[config.mk]
export PLATFORM = sky130hd
export DESIGN_NAME = deck_lookup
export DESIGN_NICKNAME = d
export VERILOG_FILES = /design/src/rtl/deck_lookup_pkg.sv /design/src/rtl/deck_lookup_points.sv /design/src/rtl/deck_lookup.sv
export SDC_FILE = /design/constraint.sdc
export NUM_CORES = 1
export LEC_CHECK = 0
export ABC_AREA = 1
export ABC_CLOCK_PERIOD_IN_PS = 4890
export BUFFER_PORTS_ARGS = -buffer_cell sky130_fd_sc_hd__buf_2
export CAP_MARGIN = 0
export CORE_ASPECT_RATIO = 1.1
export CORE_MARGIN = 10
export CORE_UTILIZATION = 40
export CTS_BUF_LIST = sky130_fd_sc_hd__clkbuf_4 sky130_fd_sc_hd__clkbuf_8 sky130_fd_sc_hd__clkbuf_16
export CTS_CLUSTER_SIZE = 8
export DETAILED_ROUTE_END_ITERATION = 10
export GPL_ROUTABILITY_DRIVEN = 1
export PLACE_DENSITY = 0.72
export SYNTH_ARGS = -nofsm -noshare
export SYNTH_HDL_FRONTEND = slang
export SYNTH_HIERARCHICAL = 1
export SYNTH_SLANG_ARGS = --single-unit
[constraint.sdc]
create_clock -name clk -period 4.89 [get_ports clk]
set_clock_uncertainty 0.05 [all_clocks]
set_input_delay 1.2225 -clock clk [delete_from_list [all_inputs] [get_ports clk]]
set_output_delay 1.2225 -clock clk [all_outputs]
set_load 0.03 [all_outputs]
[src/rtl/deck_lookup_pkg.sv]
// Shared deck constants, card-code layout and the card lookup helper.
// Card code is {valid, suit[1:0], rank[3:0]}; invalid addresses map to 0.
package deck_lookup_pkg;

  localparam int DECK_SIZE      = 52;
  localparam int RANKS_PER_SUIT = 13;

  localparam logic [1:0] SUIT_CLUBS    = 2'd0;
  localparam logic [1:0] SUIT_DIAMONDS = 2'd1;
  localparam logic [1:0] SUIT_HEARTS   = 2'd2;
  localparam logic [1:0] SUIT_SPADES   = 2'd3;

  localparam int VALID_BIT = 6;
  localparam int SUIT_MSB  = 5;
  localparam int SUIT_LSB  = 4;
  localparam int RANK_MSB  = 3;
  localparam int RANK_LSB  = 0;

  typedef struct packed {
    logic       valid;
    logic [1:0] suit;
    logic [3:0] rank;
  } card_t;

  function automatic card_t card_lookup(
    input logic [5:0] a
  );
    card_t      c;
    logic [5:0] base;
    c    = '0;
    base = '0;
    unique case (1'b1)
      (a < 6'd13): begin
        c.suit = SUIT_CLUBS;
        base   = 6'd0;
      end
      (a >= 6'd13 && a < 6'd26): begin
        c.suit = SUIT_DIAMONDS;
        base   = 6'd13;
      end
      (a >= 6'd26 && a < 6'd39): begin
        c.suit = SUIT_HEARTS;
        base   = 6'd26;
      end
      (a >= 6'd39 && a < 6'd52): begin
        c.suit = SUIT_SPADES;
        base   = 6'd39;
      end
      default: begin
        c.suit = 2'd0;
        base   = a;
      end
    endcase
    if (a < 6'd52) begin
      c.valid = 1'b1;
      c.rank  = 4'(a - base + 6'd1);
    end else begin
      c = '0;
    end
    return c;
  endfunction

endpackage

[src/rtl/deck_lookup_points.sv]
// Blackjack point value of a card rank.
// Ace counts 1, faces count 10, rank 0 (empty slot) counts 0.
module card_points
  import deck_lookup_pkg::*;
(
  input  logic [3:0] rank,
  output logic [3:0] points
);

  // rank to hard point value
  always_comb begin
    points = 4'd0;
    unique case (1'b1)
      (rank == 4'd0):                 points = 4'd0;
      (rank >= 4'd1 && rank <= 4'd10): points = rank;
      (rank >= 4'd11 && rank <= 4'd13): points = 4'd10;
      default:                        points = 4'd0;
    endcase
  end

endmodule

[src/rtl/deck_lookup.sv]
// 52-card deck lookup: combinational card code and points,
// plus a registered copy of both with async active-low clear.
module deck_lookup
  import deck_lookup_pkg::*;
#(
  parameter int DECK_SIZE = deck_lookup_pkg::DECK_SIZE
) (
  input  logic       clk,
  input  logic       rst_n,
  input  logic [5:0] addr,
  output logic [6:0] data_out,
  output logic [3:0] points,
  output logic [6:0] data_q,
  output logic [3:0] points_q
);

  card_t      card;
  logic [6:0] data_d;
  logic [3:0] points_d;
  logic [3:0] rank;

  // table lookup; anything past the deck reads as an empty code
  always_comb begin
    card = '0;
    if (32'(addr) < DECK_SIZE) begin
      card = card_lookup(addr);
    end
    data_d = card;
    rank   = data_d[RANK_MSB:RANK_LSB];
  end

  card_points u_points (
    .rank   (rank),
    .points (points_d)
  );

  assign data_out = data_d;
  assign points   = points_d;

  // output register, cleared while reset is held
  always_ff @(posedge clk or negedge rst_n) begin
    if (!rst_n) begin
      data_q   <= '0;
      points_q <= '0;
    end else begin
      data_q   <= data_d;
      points_q <= points_d;
    end
  end

endmodule

== Word-level counts from Yosys, hierarchy flattened ==
Index checks and enable logic that the tools add are counted.
W data, S select, Z words.

* Bits in registers: 11
* Output and inout port bits: 22
* Logic and storage cells: 29

* Magnitude comparators: 12
* Add/subtract/negate cells: 2
* Reduce and logical (&&, ||, !) cells: 5
* Muxes and demuxes: 8

{| class="wikitable"
|+ Operators by type and width
! cell !! number
|-
| $lt A6 B6 Y1 const B || 3
|-
| $pmux W4 S4 || 1
|-
| $le A4 B4 Y1 const B || 2
|-
| $mux W4 || 2
|-
| $pmux W4 S2 || 1
|-
| $mux W7 || 1
|-
| $ge A6 B4 Y1 const B || 1
|-
| $ge A6 B5 Y1 const B || 1
|-
| $ge A6 B6 Y1 const B || 1
|-
| $lt A6 B4 Y1 const B || 1
|-
| $lt A6 B5 Y1 const B || 1
|-
| $pmux W2 S3 || 1
|-
| $logic_and A1 B1 Y1 || 5
|-
| $add A4 B1 Y4 const B || 1
|-
| $ge A4 B1 Y1 const B || 1
|-
| $ge A4 B4 Y1 const B || 1
|-
| $sub A4 B4 Y4 || 1
|-
| $mux W2 || 1
|-
| $mux W1 || 1
|}

== Depth between registers and ports, before layout ==
Gate-level depths: netlist of run 1.

* Depth after elaboration: 11
* Depth in mapped cells: 18

== Hierarchy ==
The synthesis of run 1 kept the hierarchy.

{| class="wikitable"
|+ Modules (own cells, without submodules)
! module !! times used !! area an instance (um2) !! cells an instance !! sequential area each (um2)
|-
| deck_lookup || 1 || 531.8 || 56 || 275.3
|-
| card_points || 1 || 52.6 || 11 || 0.0
|}

== Worst setup path before layout of run 1 ==
No wires, ideal clock.

* Path type: input port to output port
* From: in addr[3]
* To: out points[1]
* Setup slack: -1.056 ns
* Data required time: 3.618 ns
* Stages: 15
* Arrival: 4.674 ns
* Buffers on the path: 0
* Path through: o21bai_2 nand3_2 nand2_1 a21oi_1 ha_1 ha_1 fa_1 xor2_1 nand3_1 nand2_1 nor2_1 inv_1 a21oi_2 nand2_1 o21ai_0

* Word-level cells in the longest chain between the ends: 11

{| class="wikitable"
|+ Ends and longest elaborated chain
! item !! RTL line !! source
|-
| start, declared || deck_lookup.sv:10 || <nowiki>input logic [5:0] addr,</nowiki>
|-
| $ge A6 B6 Y1 (tied with other cells) || deck_lookup_pkg.sv:45 || <nowiki>(a >= 6'd39 && a < 6'd52): begin</nowiki>
|-
| $logic_and A1 B1 Y1, on equally long branches || deck_lookup_pkg.sv:45, deck_lookup_pkg.sv:37, deck_lookup_pkg.sv:41 ||
|-
| $pmux W4 S4 || deck_lookup_pkg.sv:32 || <nowiki>unique case (1'b1)</nowiki>
|-
| $mux W4 || deck_lookup.sv:25 || <nowiki>if (32'(addr) < DECK_SIZE) begin</nowiki>
|-
| $sub A4 B4 Y4 || deck_lookup_pkg.sv:56 || <nowiki>c.rank = 4'(a - base + 6'd1);</nowiki>
|-
| $add A4 B1 Y4 || deck_lookup_pkg.sv:56 ||
|-
| $mux W4 || deck_lookup_pkg.sv:54 || <nowiki>if (a < 6'd52) begin</nowiki>
|-
| $mux W7 * || deck_lookup.sv:25 ||
|-
| via data_out[3] || deck_lookup.sv:11 || <nowiki>output logic [6:0] data_out,</nowiki>
|-
| $ge A4 B4 Y1 (tied with other cells) || deck_lookup_points.sv:16 || <nowiki>(rank >= 4'd11 && rank <= 4'd13): points = 4'd10;</nowiki>
|-
| $logic_and A1 B1 Y1, on equally long branches || deck_lookup_points.sv:16, deck_lookup_points.sv:15 ||
|-
| $pmux W4 S2 * || deck_lookup_points.sv:13 || <nowiki>unique case (1'b1)</nowiki>
|-
| end, declared || deck_lookup.sv:12 || <nowiki>output logic [3:0] points,</nowiki>
|}

Mark *: on every way through the listed nets, which the timed path passes. The rest lies on a longest branch. The select of a mux whose other input is x is not followed.

== Final worst setup path of run 1 ==
* From: in addr[5]
* To: out points[1]

* Word-level cells in the longest chain between the ends: 11

{| class="wikitable"
|+ Ends and longest elaborated chain
! item !! RTL line
|-
| $ge A6 B6 Y1 (tied with other cells) || deck_lookup_pkg.sv:45
|-
| $logic_and A1 B1 Y1, on equally long branches || deck_lookup_pkg.sv:45, deck_lookup_pkg.sv:37, deck_lookup_pkg.sv:41
|-
| $pmux W4 S4 || deck_lookup_pkg.sv:32
|-
| $mux W4 || deck_lookup.sv:25
|-
| $sub A4 B4 Y4 || deck_lookup_pkg.sv:56
|-
| $add A4 B1 Y4 || deck_lookup_pkg.sv:56
|-
| $mux W4 || deck_lookup_pkg.sv:54
|-
| $mux W7 * || deck_lookup.sv:25
|-
| $ge A4 B4 Y1 (tied with other cells) || deck_lookup_points.sv:16
|-
| $logic_and A1 B1 Y1, on equally long branches || deck_lookup_points.sv:16, deck_lookup_points.sv:15
|-
| $pmux W4 S2 * || deck_lookup_points.sv:13
|}

Every way passes the cells marked *; elsewhere a longest branch is shown, timed or not. The select of a mux whose other input is x is not followed.

==> results.yml, run 1 <==
status:
  status: "finished, final reports clean"
sta:
  setup_violations: 0
  slew_headroom_pct: 83.2
  min_period_ps: 4820
  rsz0062_at_grt: "yes"
  whs_ps: 741
  tns_ps: 0
  drv_slew: 0
  fmax_ghz: 0.207
  tightest_slew_ps: 252
  hold_violations: 0
  finalCritPeriodShare_pct: 98.6
cells_and_area:
  antenna_cells: 0
  design_area_um2: 1080
  syn_to_final_growth_pct: 85.7
  layout_common_cells: "buf_2, buf_4, dfrtp_1"
  finalCoreUtilization_pct: 79.4
  nFillCells: 79
  final_nets: 127
  layout_commonest_cell: "buf_2"
  drive_gt1_share_pct: 65.8
min_path:
  hp-class: "in -> async"
clock_network:
  cts_tree: "built"
  root_buffer: "clkbuf_4"
  cts.clk_slew.worst_paths_ps: 70
  cts_buffers: 3
  clockBufferDepth: 2
  cts_hold_buf: 0
  cts.sinks: 11
  htree_levels: 1
placement:
  place_area_um2: 906
  place_hpwl_um: 1430
  io_buffer_count: 29
  gp_congestion: 0.695
logic_synthesis:
  netlist_instances: 67
  syn_area_per_cell_um2: 8.72
  ys_ff_latch: 11
  synth_cell_type_count: 20
  syn_nets: 79
  ys.warnings.count: 6
  synthFlopType: "dfrtp_1"
  synth_seq_area_share_pct: 47.1
  syn-cell-area_um2: 584
  async_flop_share_pct: 100
  synth_edf_count: 0
route:
  drc: 0
  antenna_left: 0
  via_per_inst: 4.90
  dr_total_vias: 637
  drtIter0Drc: 5
  first_pass_iters: 4
  wl_um: 1980
  wire_per_inst_um: 15.2
setup_path:
  crit_top_cell: "nand2_2"
  cp.required_ps: 3620
  start_kind: "primary input"
  crit_path_end_kind: "primary output"
  cp_cell_sequence: "buf_6 -> nand3b_1 -> nand2_2 -> nand2_2 -> nand2_4 -> a21oi_2 -> ha_2 -> ha_4 -> fa_2 -> xor2_2 -> nand3_1 -> nand2_2 -> nor2_4 -> inv_2 -> a21oi_4 -> nand2_2 -> o21ai_4 -> buf_6"
  cp_slowest_cell: "fa_2"
  timing.critical_path.from: "addr[5]"
  slowest_delay_ps: 340
  worstPathArrival_ps: 3550
  critical_path_class: "in -> out"
  cp_max_fo: 4
global_route:
  use_met1_pct: 10.1
  grt-ovfl-total: 0
  antenna_found_initial: 0
  grt_pass1_wl_um: 2930
  grt_use_met3_pct: 2.75
  grt_max_degree: 12
  grt_pass1_vias: 674
  gr-usage-met2_pct: 19.4
  grt.busiest_layer: "met2"
  track_usage_pct: 10.6
run:
  drv_cap: 0
pwr:
  power.density_nw_per_um2: 417
  vdd_drop_max_uv: 227
  leakagePower_nw: 0.568
floorplan:
  core_area_um2: 1370
  initial_core_util_pct: 42.8
  die_h_um: 60.1
  io_pins: 30
  num_rows: 14
  die_area_um2: 3390
  die_x_um: 56.4
state kept, by name, indices dropped and copies added, names as in the netlist:
| register | flops |
|---|---|
| points_q | 4 |
| data_q | 7 |
worst paths after layout:
check,end,depth (start not counted)
max in group asynchronous,points_q[3],1
min in group clk,data_q[6],3
worst min-delay path,data_q[6],1
worst max-delay path,points[1],18
layer usage:
metal	vias up	routed length, um
met5	-	0
met4	0	44
met3	5	131
met2	22	1070
met1	300	736
li1	310	-
Yosys cell counts, types with 3 or more instances:
cell type	count	area (um2)
a21oi_1	3	15.0
dfrtp_1	11	275
ha_1	3	37.5
inv_1	11	41.3
nand2_1	12	45.0
nand2_2	3	18.8
nand3_1	4	20.0
nor2_1	8	30.0
power breakdown:
group          internal [mW]  leakage [nW]  switching (mW)  total, mW
logic                 0.0949         0.418           0.173      0.268
clock network         0.0372        0.0184          0.0322     0.0694
registers              0.110         0.131         0.00477      0.115
total                  0.242         0.568           0.210      0.452
timing repair:
| item | CTS | global route |
|---|---|---|
| gates resized for setup | 5 | 30 |
| endpoints found under the setup margin | 3 | 5 |
| buffers inserted | 0 | 2 |
| pin swaps | 2 | 8 |
per-stage QoR:
step / power (mW) / cells / setup slack [ps]
6_report: 0.452 / 130 / 68.3
5_1_grt: 0.476 / 130 / -103
4_1_cts: 0.433 / 128 / 5.72
3_5_place_dp: 0.353 / 124 / -69.2
3_3_place_gp: 0.347 / 124 / 32.2
2_1_floorplan: 0.270 / 67 / -141
kinds of logic after synthesis:
logic type	Yosys count	synth area share, %
compound gates	9	10.3
xor+xnor	1	1.50
fa+ha+maj	4	9.85
buf+inv	12	7.71
flops	11	47.1
simple gates	30	23.6
cell type report:
class | count | area, um2 | area share, %
multi-input combinational | 44 | 405 | 37.4
inverter | 12 | 45.0 | 4.15
tap | 16 | 20.0 | 1.85
clock buffer | 4 | 30.0 | 2.77
sequential | 11 | 275 | 25.4
timing repair buffer | 43 | 309 | 28.5
worst max-delay path, delay by kind of cell:
family,cells,cell delay [ps]
compound gates,3,240
xor+xnor,1,160
fa+ha+maj,3,670
buf+inv,3,330
simple gates,8,910
(Power assumes the default switching activity.)
==> run 2, diff against run 1 <==
--- a/config.mk
+++ b/config.mk
@@ -7,16 +7,17 @@
 export LEC_CHECK = 0
 export ABC_AREA = 1
 export ABC_CLOCK_PERIOD_IN_PS = 4890
-export BUFFER_PORTS_ARGS = -buffer_cell sky130_fd_sc_hd__buf_2
+export BUFFER_PORTS_ARGS = -buffer_cell sky130_fd_sc_hd__buf_4
 export CAP_MARGIN = 0
 export CORE_ASPECT_RATIO = 1.1
 export CORE_MARGIN = 10
 export CORE_UTILIZATION = 40
-export CTS_BUF_LIST = sky130_fd_sc_hd__clkbuf_4 sky130_fd_sc_hd__clkbuf_8 sky130_fd_sc_hd__clkbuf_16
+export CTS_BUF_LIST = sky130_fd_sc_hd__clkbuf_16
 export CTS_CLUSTER_SIZE = 8
 export DETAILED_ROUTE_END_ITERATION = 10
 export GPL_ROUTABILITY_DRIVEN = 1
 export PLACE_DENSITY = 0.72
+export SKIP_CTS_REPAIR_TIMING = 1
 export SYNTH_ARGS = -nofsm -noshare
 export SYNTH_HDL_FRONTEND = slang
 export SYNTH_HIERARCHICAL = 1
==> results.yml, run 2 (synthesized netlist as in run 1, its figures left out) <==
status:
  status: "finished, violations left"
  violations: "setup timing"
cells_and_area:
  final_nets: 128
  largest_register_ffs: 7
  top_register: "data_q"
  antenna_cells: 0
  finalCoreUtilization_pct: 86.4
  syn_to_final_growth_pct: 102
  layout_commonest_cell: "buf_4"
  drive_gt1_share_pct: 67.0
  design_area_um2: 1180
  top_regs: "data_q x7, points_q x4"
  layout_common_cells: "buf_4, dfrtp_1, inv_1"
sta:
  finalCritPeriodShare_pct: 101
  drv_slew: 0
  fmax_ghz: 0.203
  tightest_slew_ps: 281
  timing.final.ws_setup_ps: -45.1
  slew_headroom_pct: 81.3
  hold_violations: 0
  rsz0062_at_grt: "yes"
  min_period_ps: 4940
  setup_violations: 3
run:
  drv_cap: 0
clock_network:
  root_buffer: "clkbuf_16"
  cts_tree: "built"
  clockBufferDepth: 2
  htree_levels: 1
  cts_buffers: 3
  cts.sinks: 11
  cts.clk_slew.worst_paths_ps: 40
pwr:
  leakagePower_nw: 0.611
  vdd_drop_max_uv: 236
  power.density_nw_per_um2: 469
  power.total_mw: 0.554
setup_path:
  critical_path_class: "in -> out"
  cp.required_ps: 3620
  worstPathArrival_ps: 3660
  start_kind: "primary input"
  crit_path_end_kind: "primary output"
  cp_max_fo: 5
placement:
  place_hpwl_um: 1420
  gp_congestion: 0.720
  place_area_um2: 941
  place_ws_ps: -41.6
  io_buffer_count: 29
route:
  via_per_inst: 5.27
  first_pass_iters: 4
  dr_total_vias: 690
  antenna_left: 0
  wl_um: 2470
  drtIter0Drc: 11
  wire_per_inst_um: 18.8
  drc: 0
floorplan:
  core_area_um2: 1370
  die_h_um: 60.1
  io_pins: 30
  die_x_um: 56.4
  initial_core_util_pct: 42.8
  die_area_um2: 3390
  num_rows: 14
global_route:
  grt_pass1_vias: 606
  antenna_found_initial: 0
  grt_pass1_wl_um: 2740
  grt-ovfl-total: 0
  grt_max_degree: 12
  track_usage_pct: 10.2
min_path:
  hp-class: "in -> async"
run 2: changes by cell type in the layout (fill, tap and decap cells not counted), moves of 2 or more:
cell / before / now
inv_2: 2 / 4
buf_4: 15 / 37
buf_2: 21 / 0
clkbuf_4: 4 / 0
clkbuf_16: 0 / 3
run 2: layer usage:
layer / wire, um / share of wire, % / GRT usage [%]
met5: 0 / 0 / 0
met4: 111 / 4.5 / 7.90
met3: 138 / 5.6 / 3.18
met2: 1310 / 53 / 17.1
met1: 909 / 37 / 10.5
run 2: critical path, cell delays in order:
cell,delay (ps)
buf_8,110
nand3b_1,240
nand2_2,160
nand2_4,60
nand2_4,90
a21oi_2,40
ha_2,190
ha_4,170
fa_2,370
xor2_2,170
nand3_1,110
nand2_2,70
nor2_4,130
inv_2,70
o211ai_1,190
inv_1,110
buf_6,150
run 2: worst paths after layout:
path	endpoint	cells past startpoint	slack (ps)	start
min in group clk	data_q[6]	2	1220	addr[3]
setup / recovery	points[0]	17	-50	addr[5]
hold / removal	points_q[1]	1	760	rst_n
max in group asynchronous	points_q[2]	1	3890	rst_n
run 2: layout make-up:
cell class,instances,area (um2)
sequential,11,275
fill,76,185
timing repair buffer,44,369
clock buffer,3,75.1
clock inverter,1,3.75
tap,16,20.0
multi-input combinational,44,393
inverter,12,45.0
run 2: stage by stage:
stage	hold WS, ps	TNS (ps)	std cells
final	757	-72.4	131
after global routing	769	-382	131
after CTS	761	-190	123
after detailed placement	1010	-74.2	119
after global placement	1010	0	119
after floorplan	877	-276	67
run 2: power by group:
part           switching, mW  internal [mW]  leakage [nW]
Sequential           0.00636          0.111         0.131
Clock                 0.0386          0.107        0.0423
Combinational          0.178          0.113         0.438
Total                  0.222          0.331         0.611
==> run 3, diff against run 2 <==
--- a/config.mk
+++ b/config.mk
@@ -9,15 +9,15 @@
 export ABC_CLOCK_PERIOD_IN_PS = 4890
 export BUFFER_PORTS_ARGS = -buffer_cell sky130_fd_sc_hd__buf_4
 export CAP_MARGIN = 0
-export CORE_ASPECT_RATIO = 1.1
 export CORE_MARGIN = 10
-export CORE_UTILIZATION = 40
+export CORE_UTILIZATION = 42
 export CTS_BUF_LIST = sky130_fd_sc_hd__clkbuf_16
 export CTS_CLUSTER_SIZE = 8
 export DETAILED_ROUTE_END_ITERATION = 10
 export GPL_ROUTABILITY_DRIVEN = 1
-export PLACE_DENSITY = 0.72
+export PLACE_DENSITY = 0.75
 export SKIP_CTS_REPAIR_TIMING = 1
+export SLEW_MARGIN = 20
 export SYNTH_ARGS = -nofsm -noshare
 export SYNTH_HDL_FRONTEND = slang
 export SYNTH_HIERARCHICAL = 1
==> results.yml, run 3 (synthesized netlist as in run 1, its figures left out) <==
cells_and_area:
  final_nets: 125
  drive_gt1_share_pct: 62.5
  largest_register_ffs: 7
  antenna_cells: 0
  syn_to_final_growth_pct: 97.2
  layout_commonest_cell: "buf_4"
  layout_common_cells: "buf_4, inv_1, dfrtp_1"
  finalCoreUtilization_pct: 88.6
  top_register: "data_q"
  top_regs: "data_q x7, points_q x4"
setup_path:
  start_kind: "primary input"
  critical_path_class: "in -> out"
  worstPathArrival_ps: 3710
  cp.required_ps: 3620
  crit_path_end_kind: "primary output"
  cp_max_fo: 5
global_route:
  grt_pass1_wl_um: 3130
  grt_pass1_vias: 636
  grt_max_degree: 12
  grt-ovfl-total: 0
  antenna_found_initial: 0
  track_usage_pct: 12.1
sta:
  min_period_ps: 4980
  slew_headroom_pct: 81.2
  hold_violations: 0
  setup_violations: 4
  tightest_slew_ps: 282
  fmax_ghz: 0.201
  rsz0062_at_grt: "yes"
  timing.final.ws_setup_ps: -90.3
  finalCritPeriodShare_pct: 102
  whs_ps: 758
  drv_slew: 0
status:
  status: "finished, violations left"
  violations: "setup timing"
placement:
  place_ws_ps: -39.3
  gp_congestion: 0.790
  place_hpwl_um: 1470
  io_buffer_count: 29
route:
  dr_total_vias: 676
  drc: 0
  drtIter0Drc: 10
  antenna_left: 0
  wl_um: 2310
  first_pass_iters: 4
  via_per_inst: 5.32
  wire_per_inst_um: 18.2
floorplan:
  die_h_um: 57.3
  die_x_um: 57.3
  initial_core_util_pct: 44.9
  die_area_um2: 3280
  io_pins: 30
  core_area_um2: 1300
  num_rows: 13
pwr:
  vdd_drop_max_uv: 254
  power.density_nw_per_um2: 485
  leakagePower_nw: 0.599
clock_network:
  cts_tree: "built"
  root_buffer: "clkbuf_16"
  clockBufferDepth: 2
  htree_levels: 1
  cts.sinks: 11
  cts.clk_slew.worst_paths_ps: 40
  cts_buffers: 3
min_path:
  hp-class: "in -> async"
run:
  drv_cap: 0
run 3: where the power goes:
part           switching (mW)  total (mW)  internal [mW]
logic                   0.179       0.293          0.114
registers             0.00748       0.118          0.111
clock network          0.0407       0.148          0.107
total                   0.227       0.559          0.332
run 3: area by class of cell:
type                            instances  area [um2]
Multi-Input combinational cell         44         388
Timing Repair Buffer                   41         347
Sequential cell                        11         275
Fill cell                              57         149
Clock buffer                            3        75.1
Inverter                               12        45.0
Tap cell                               15        18.8
Clock inverter                          1        3.75
run 3: critical path: stages:
cell      delay (ps)
buf_8            100
nand3b_1         220
nand2_2          140
nand2_4           70
nand2_4          110
a21oi_2           40
ha_1             320
fa_2             400
xor2_1           270
a21oi_1          130
nor2_4           180
inv_2             70
o211ai_1         170
inv_1            100
buf_6            150
run 3: worst paths after layout:
path / from / endpoint / slack, ps / depth (start not counted)
hold / removal: rst_n / points_q[3] / 760 / 1
setup / recovery: addr[5] / points[0] / -90 / 15
max in group asynchronous: rst_n / data_q[3] / 3880 / 1
min in group clk: addr[3] / data_q[6] / 1190 / 2
run 3: per-layer routing:
metal | GRT usage (%) | wire, um | vias up
li1 | - | - | 306
met1 | 13.4 | 951 | 336
met2 | 20.3 | 1170 | 28
met3 | 3.10 | 142 | 6
met4 | 7.05 | 48 | 0
met5 | 0 | 0 | -
run 3: through the flow:
stage,power (mW),cell area (um2),setup TNS [ps],instances
after detailed placement,0.377,932,-64.0,117
after global routing,0.584,1150,-881,127
after floorplan,0.270,651,-276,67
after CTS,0.527,1010,-170,121
final,0.559,1150,-309,127
after global placement,0.369,932,0,117
